===== src/rtl/rat_pkg.sv =====
// rat_pkg: shared move encodings, FSM state enum and default coordinate width for the maze solver
package rat_pkg;
  localparam int DEF_CW = 4;
  localparam logic [1:0] MV_UP    = 2'b00;
  localparam logic [1:0] MV_RIGHT = 2'b01;
  localparam logic [1:0] MV_LEFT  = 2'b10;
  localparam logic [1:0] MV_DOWN  = 2'b11;
  typedef enum logic [2:0] {IDLE, MARK, GOAL, TRY, POP, DONE, PLAY, FAIL} state_e;
endpackage


===== src/rtl/rat_move_stack.sv =====
// rat_move_stack: DEPTH x 2-bit move stack; push/pop at sp, top = stack[sp-1], rd_idx/rd_dir replay read port
module rat_move_stack #(
  parameter int DEPTH = 256,
  parameter int SW    = $clog2(DEPTH) + 1
) (
  input  logic                 clk,
  input  logic                 rst,
  input  logic                 push,
  input  logic                 pop,
  input  logic [1:0]           push_dir,
  input  logic [SW-2:0]        rd_idx,
  output logic [SW-1:0]        sp,
  output logic [1:0]           top,
  output logic [1:0]           rd_dir
);
  localparam int AW = SW - 1;
  logic [1:0]    mem_q [DEPTH];
  logic [SW-1:0] sp_q, sp_d;
  logic [AW-1:0] top_idx;
  always_comb sp_d = push ? sp_q + SW'(1) : pop ? sp_q - SW'(1) : sp_q;
  always_ff @(posedge clk) begin
    if (rst) sp_q <= '0;
    else sp_q <= sp_d;
    if (push) mem_q[sp_q[AW-1:0]] <= push_dir;
  end
  assign top_idx = sp_q[AW-1:0] - AW'(1);
  assign sp      = sp_q;
  assign top     = mem_q[top_idx];
  assign rd_dir  = mem_q[rd_idx];
endmodule


===== src/rtl/rat_maze_solver.sv =====
// rat_maze_solver: DFS maze solver; Start/Run in, Done/Fail/Move out, X/Y/RD/WR/D_in/D_out to the maze memory
module rat_maze_solver
  import rat_pkg::*;
#(
  parameter int CW     = DEF_CW,
  parameter int GOAL_X = 15,
  parameter int GOAL_Y = 15,
  parameter int DEPTH  = 256
) (
  input  logic          clk,
  input  logic          rst,
  input  logic          Start,
  input  logic          Run,
  output logic          Fail,
  output logic          Done,
  output logic [1:0]    Move,
  output logic [CW-1:0] X,
  output logic [CW-1:0] Y,
  output logic          D_in,
  input  logic          D_out,
  output logic          RD,
  output logic          WR
);
  localparam int AW = $clog2(DEPTH);
  localparam int SW = AW + 1;
  localparam logic [CW-1:0] MAXC = '1;
  state_e        state_q, state_d;
  logic [CW-1:0] cx_q, cx_d, cy_q, cy_d, x_q, x_d, y_q, y_d;
  logic [1:0]    dir_q, dir_d, move_q, move_d, top, rd_dir;
  logic [SW-1:0] i_q, i_d, sp;
  logic          rd_q, rd_d, wr_q, wr_d, done_q, done_d, fail_q, fail_d, push, pop;

  function automatic logic off_grid(input logic [CW-1:0] cx, input logic [CW-1:0] cy, input logic [1:0] d);
    return d == MV_UP ? cy == '0 : d == MV_RIGHT ? cx == MAXC : d == MV_LEFT ? cx == '0 : cy == MAXC;
  endfunction

  function automatic logic [CW-1:0] step_x(input logic [CW-1:0] cx, input logic [1:0] d);
    return d == MV_RIGHT ? cx + CW'(1) : d == MV_LEFT ? cx - CW'(1) : cx;
  endfunction

  function automatic logic [CW-1:0] step_y(input logic [CW-1:0] cy, input logic [1:0] d);
    return d == MV_DOWN ? cy + CW'(1) : d == MV_UP ? cy - CW'(1) : cy;
  endfunction

  rat_move_stack #(.DEPTH(DEPTH), .SW(SW)) u_stack (
    .clk      (clk),
    .rst      (rst),
    .push     (push),
    .pop      (pop),
    .push_dir (dir_q),
    .rd_idx   (i_d[AW-1:0]),
    .sp       (sp),
    .top      (top),
    .rd_dir   (rd_dir)
  );

  always_comb begin
    state_d = state_q;
    cx_d    = cx_q;
    cy_d    = cy_q;
    dir_d   = dir_q;
    i_d     = i_q;
    push    = 1'b0;
    pop     = 1'b0;
    case (state_q)
      IDLE: if (Start) begin
        state_d = MARK;
        cx_d    = '0;
        cy_d    = '0;
        dir_d   = MV_UP;
      end
      MARK: state_d = GOAL;
      GOAL: begin
        state_d = (cx_q == CW'(GOAL_X) && cy_q == CW'(GOAL_Y)) ? DONE : TRY;
        dir_d   = MV_UP;
      end
      TRY: if (!off_grid(cx_q, cy_q, dir_q) && !D_out) begin
        push    = 1'b1;
        cx_d    = step_x(cx_q, dir_q);
        cy_d    = step_y(cy_q, dir_q);
        state_d = MARK;
      end else if (dir_q != MV_DOWN) dir_d = dir_q + 2'd1;
      else state_d = POP;
      // Undo the popped move (~d is its opposite) and resume at the direction after it.
      POP: if (sp == '0) state_d = FAIL;
      else begin
        pop     = 1'b1;
        cx_d    = step_x(cx_q, ~top);
        cy_d    = step_y(cy_q, ~top);
        dir_d   = top + 2'd1;
        state_d = top == MV_DOWN ? POP : TRY;
      end
      DONE: if (Run) begin
        i_d     = '0;
        state_d = sp == '0 ? DONE : PLAY;
      end
      PLAY: begin
        i_d     = i_q + SW'(1);
        state_d = i_q == sp - SW'(1) ? DONE : PLAY;
      end
      default: ;
    endcase
  end

  // Outputs are registered from next-state values so a TRY probe address is on X/Y/RD during that TRY cycle.
  always_comb begin
    rd_d   = state_d == TRY && !off_grid(cx_d, cy_d, dir_d);
    x_d    = rd_d ? step_x(cx_d, dir_d) : cx_d;
    y_d    = rd_d ? step_y(cy_d, dir_d) : cy_d;
    wr_d   = state_d == MARK;
    done_d = state_d == DONE || state_d == PLAY;
    fail_d = state_d == FAIL;
    move_d = state_d == PLAY ? rd_dir : MV_UP;
  end

  always_ff @(posedge clk) begin
    if (rst) begin
      state_q <= IDLE;
      cx_q    <= '0;
      cy_q    <= '0;
      dir_q   <= MV_UP;
      i_q     <= '0;
      x_q     <= '0;
      y_q     <= '0;
      rd_q    <= 1'b0;
      wr_q    <= 1'b0;
      done_q  <= 1'b0;
      fail_q  <= 1'b0;
      move_q  <= MV_UP;
    end else begin
      state_q <= state_d;
      cx_q    <= cx_d;
      cy_q    <= cy_d;
      dir_q   <= dir_d;
      i_q     <= i_d;
      x_q     <= x_d;
      y_q     <= y_d;
      rd_q    <= rd_d;
      wr_q    <= wr_d;
      done_q  <= done_d;
      fail_q  <= fail_d;
      move_q  <= move_d;
    end
  end

  assign X    = x_q;
  assign Y    = y_q;
  assign RD   = rd_q;
  assign WR   = wr_q;
  assign D_in = wr_q;
  assign Done = done_q;
  assign Fail = fail_q;
  assign Move = move_q;
endmodule


===== config.mk =====
export PLATFORM = sky130hd
export DESIGN_NAME = rat_maze_solver
export DESIGN_NICKNAME = d
export VERILOG_FILES = /design/src/rtl/rat_pkg.sv /design/src/rtl/rat_move_stack.sv /design/src/rtl/rat_maze_solver.sv
export SDC_FILE = /design/constraint.sdc
export NUM_CORES = 1
export LEC_CHECK = 0
export BUFFER_PORTS_ARGS = -buffer_cell sky130_fd_sc_hd__buf_2
export CORE_ASPECT_RATIO = 1.1
export CORE_MARGIN = 3
export CORE_UTILIZATION = 50
export DETAILED_ROUTE_END_ITERATION = 16
export PLACE_DENSITY = 0.75
export SLEW_MARGIN = 40
export SYNTH_ARGS = -nofsm -noshare
export SYNTH_HDL_FRONTEND = slang
export SYNTH_SLANG_ARGS = --single-unit

===== constraint.sdc =====
create_clock -name clk -period 17.84 [get_ports clk]
set_input_delay 2.676 -clock clk [delete_from_list [all_inputs] [get_ports clk]]
set_output_delay 2.676 -clock clk [all_outputs]
set_load 0.1 [all_outputs]

==> key figures <==
Run status
  • Outcome: complete, no violations

Timing
  • Slew HR: 37.18%
  • Worst Tran Pin Value: 0.9412 ns
  • Setup Skew: around 0.035 ns
  • Final Setup Violations: 0
  • FMAX: 142.1 MHz
  • Period utilization: approximately two fifths
  • Setup TNS: 0 ns
  • Period minus WS final: 7.038 ns
  • Max Slew Vio Count: 0
  • Hold_ws: 0.5298 ns
  • RSZ-0062 raised after global routing: false
  • Hold Vio Cnt, Final: 0

Power
  • Part of the power in registers: about half
  • Peak VDD IR: slightly above 0.06 mV
  • Sw Ratio: 21.47%
  • Comb pwr share: 3.6%
  • Switch Pwr: approximately 0.60 mW
  • Clock share of power: 44.9%
  • Tot Pwr: ~2.8 mW
  • Int Pwr: 2.196 mW
  • PwrDens: around 86 nW/um2
  • LEAKAGE: 10.56 nW

Global routing
  • Grt peak-use layer: met2
  • Grt met2 use: 46.55%
  • Met1 Resource Use GR: 35.28%
  • All-Layer GR Usage: 28.42%
  • First-pass GRT wire length: 136.0 mm
  • Initial antenna violation count: 0
  • Number of global-route vias before repair: 22730
  • Largest net degree at the start of global routing: 185
  • Met3 usage: 6.329%
  • GR Overflow Total: 0

Worst hold path
  • Hold Startpoint: i_q[8]$_SDFFE_PP0P_
  • Min-delay worst type: reg2reg

Drt
  • Overall routed net length: 89.96 mm
  • # DRC: 0
  • Vias per inst: 6.885
  • TritonRoute pass-1 iters: 6
  • DR iter-0 viols: 3113
  • Wire per inst: approximately 27 um
  • Vias after detailed routing: 23060
  • Post-route ant nets: 0

Layout
  • Commonest non-fill, non-tap cell in the layout: edfxtp_1
  • Final cell count without fillers: 3349
  • Commonest cells after routing, fill and taps aside: 512 x edfxtp_1, 413 x nand2_1, 329 x nor2_1
  • Area Growth Syn to Fin: 9.243%
  • NumNets Final: 2560
  • Ant diodes: 0
  • Fill count: around 4600
  • Share of cells above drive strength 1: 12.59%

Critical path
  • Setup CP Type: reg2reg
  • Crit path from: u_stack.sp[1]$_SDFFE_PP0P_
  • Crit end category: flop
  • Crit Path Max Fanout: 52
  • Crit start category: flop
  • Arr. time, crit path: 7.54 ns
  • Critical Path RT: roughly 18 ns
  • Origin of the critical flop-to-flop path: u_stack.sp[1]$_SDFFE_PP0P_

Synthesis
  • Syn Nets: 2674
  • Post-synth ARST share: 0%
  • Synth top area share: 51.68%
  • Mux contribution to synthesized area: 10.59%
  • Post-Syn Area: 29750 um2
  • Area contributors post-synth: edfxtp_1 52%, mux4_2 8.3%, nand2_1 5.2%
  • Ys flop type: edfxtp_1
  • Post-Synth XOR/XNOR Area: 0.7401%
  • Synth area leader: edfxtp_1
  • Total of warnings raised by yosys: 0
  • Compound-Gate Fraction of Synth Area: between 10% and 20%
  • Seq cells post-synth: ~560
  • Synth unique cells: between 80 and 90
  • Number of synthesized flops with an enable pin: 512
  • Post-synthesis sequential area ratio: 54.70%
  • Cells after Synth: between 2000 and 3000
  • Main combinational cell family by area after synthesis: simple AND/OR/NAND/NOR gates
  • Synth Area in Simple Gates: about 16%
  • Adder-cell share of the synthesized area: less than 1%
  • Syn avg cell area: 11.21 um2

Clocking
  • CTS max path bufs: 3
  • CTS tree: yes
  • H-tree levels: 2
  • Post-CTS setup buffer count: 0
  • Clk Tree Root Cell: clkbuf_16
  • Inserted Clock Buffers: 58
  • Clock sinks: 557
  • Post-CTS Resized: 0
  • Hold buffer count at CTS: 0
  • Clock transition at path regs: 0.06 ns
  • Clk Latency, worst-skew pair: 0.63 ns

Placement
  • Port Buf Inserts: 19
  • GP Congestion: about 0.95
  • HPWL after DPL: 53.33 mm
  • Placed cell count: ~3200

Die
  • CORE AREA: about 60000 um2
  • IO Count: 20
  • Initial Util: 50.63%
  • Row count: 93
  • Die H: 261.8 um
  • Width of the chip: 238.6 um
  • Die area: 62470 um2

Flow run
  • Maxcap violations: 0
[synthesized netlist by cell type, types with 13 or more instances]
master    number
a211oi_1     186
a21oi_1       82
a311oi_1      70
a31oi_1       82
a32oi_1       14
and2_1       141
buf_1         21
buf_2         22
clkbuf_1     180
dfxtp_1       45
edfxtp_1     512
ha_1          14
inv_1         21
mux2_2        13
mux2i_1       37
mux4_2       110
nand2_1      414
nand3_1       75
nor2_1       331
nor2b_1       13
o21ai_0       40
o22ai_1       14
xnor2_1       14
[kinds of logic (layout without fill, tap and decap cells)]
logic type,count (synthesis),in the layout
flip-flops,557,557
AND/OR/NAND/NOR,1058,1058
adder cells (fa/ha/maj),14,14
AO/OA/AOI/OAI,576,576
multiplexers,166,166
buffers and inverters,261,195
XOR/XNOR,23,23
[layout make-up]
class,instances,area (um2),share of cell area [%]
clock buffers,64,1495,4.600
flip-flops and latches,557,16290,50.11
clock inverters,44,480.5,1.478
well taps,760,950.9,2.926
multi-input cells,1837,12600,38.78
inverters,21,78.83,0.2425
repair buffers,66,604.3,1.859
[per-stage QoR]
step / instance area [um2] / util, % / worst slack, ns
floorplan: 29750 / - / 10.83
global placement: 30250 / 51.48 / 10.72
detailed placement: 30350 / 51.65 / 10.62
CTS: 32330 / 55.02 / 10.59
global route: 32500 / 55.31 / 10.49
finish: 32500 / 55.31 / 10.80
[power by group through the flow]
stage / Combinational [mW] / Clock, mW / Sequential, mW
detailed placement: 0.0976 / 0 / 1.47
global placement: 0.0866 / 0 / 1.48
global route: 0.108 / 1.33 / 1.44
CTS: 0.0978 / 1.27 / 1.44
floorplan: 0.0490 / 0 / 1.49
finish: 0.100 / 1.25 / 1.44
[critical path: stages, from the launching register on]
cell      delay, ns
dfxtp_1        0.77
inv_1          0.29
ha_4           0.61
buf_4          0.70
mux4_2         0.36
nand2_1        0.06
a32o_1         0.31
a311oi_1       0.38
a311oi_1       0.18
o32ai_1        0.35
buf_4          0.26
xor2_1         0.40
mux2i_1        0.13
o21ai_0        0.51
ha_1           0.25
nand2_1        0.06
or4_1          0.44
and3_1         0.31
and3_4         0.21
a211o_1        0.25
[per-layer routing]
layer  vias up  share of wire, %
met4         0               6.3
met2      1585                47
met3       346                11
met1     11290                35
li1       9837                 -
met5         -                 0
[registers in the layout, indices dropped and copies added (netlist names)]
register / cells
u_stack.sp: 9
RD: 1
X: 4
D_in: 1
cx_q: 4
Fail: 1
cy_q: 4
Move: 2
u_stack.mem_q: 512
i_q: 9
Y: 4
Done: 1
dir_q: 2
state_q: 3
[final timing paths]
| kind | end | slack, ns | cells past startpoint |
|---|---|---|---|
| worst max register to register | Y[1]$_SDFF_PP0_ | 10.80 | 19 |
| worst min register to register | i_q[8]$_SDFFE_PP0P_ | 0.53 | 2 |
| worst max-delay path | Y[1]$_SDFF_PP0_ | 10.80 | 19 |
| worst min-delay path | i_q[8]$_SDFFE_PP0P_ | 0.53 | 2 |
No activity file was read; power rests on OpenSTA's default activity.
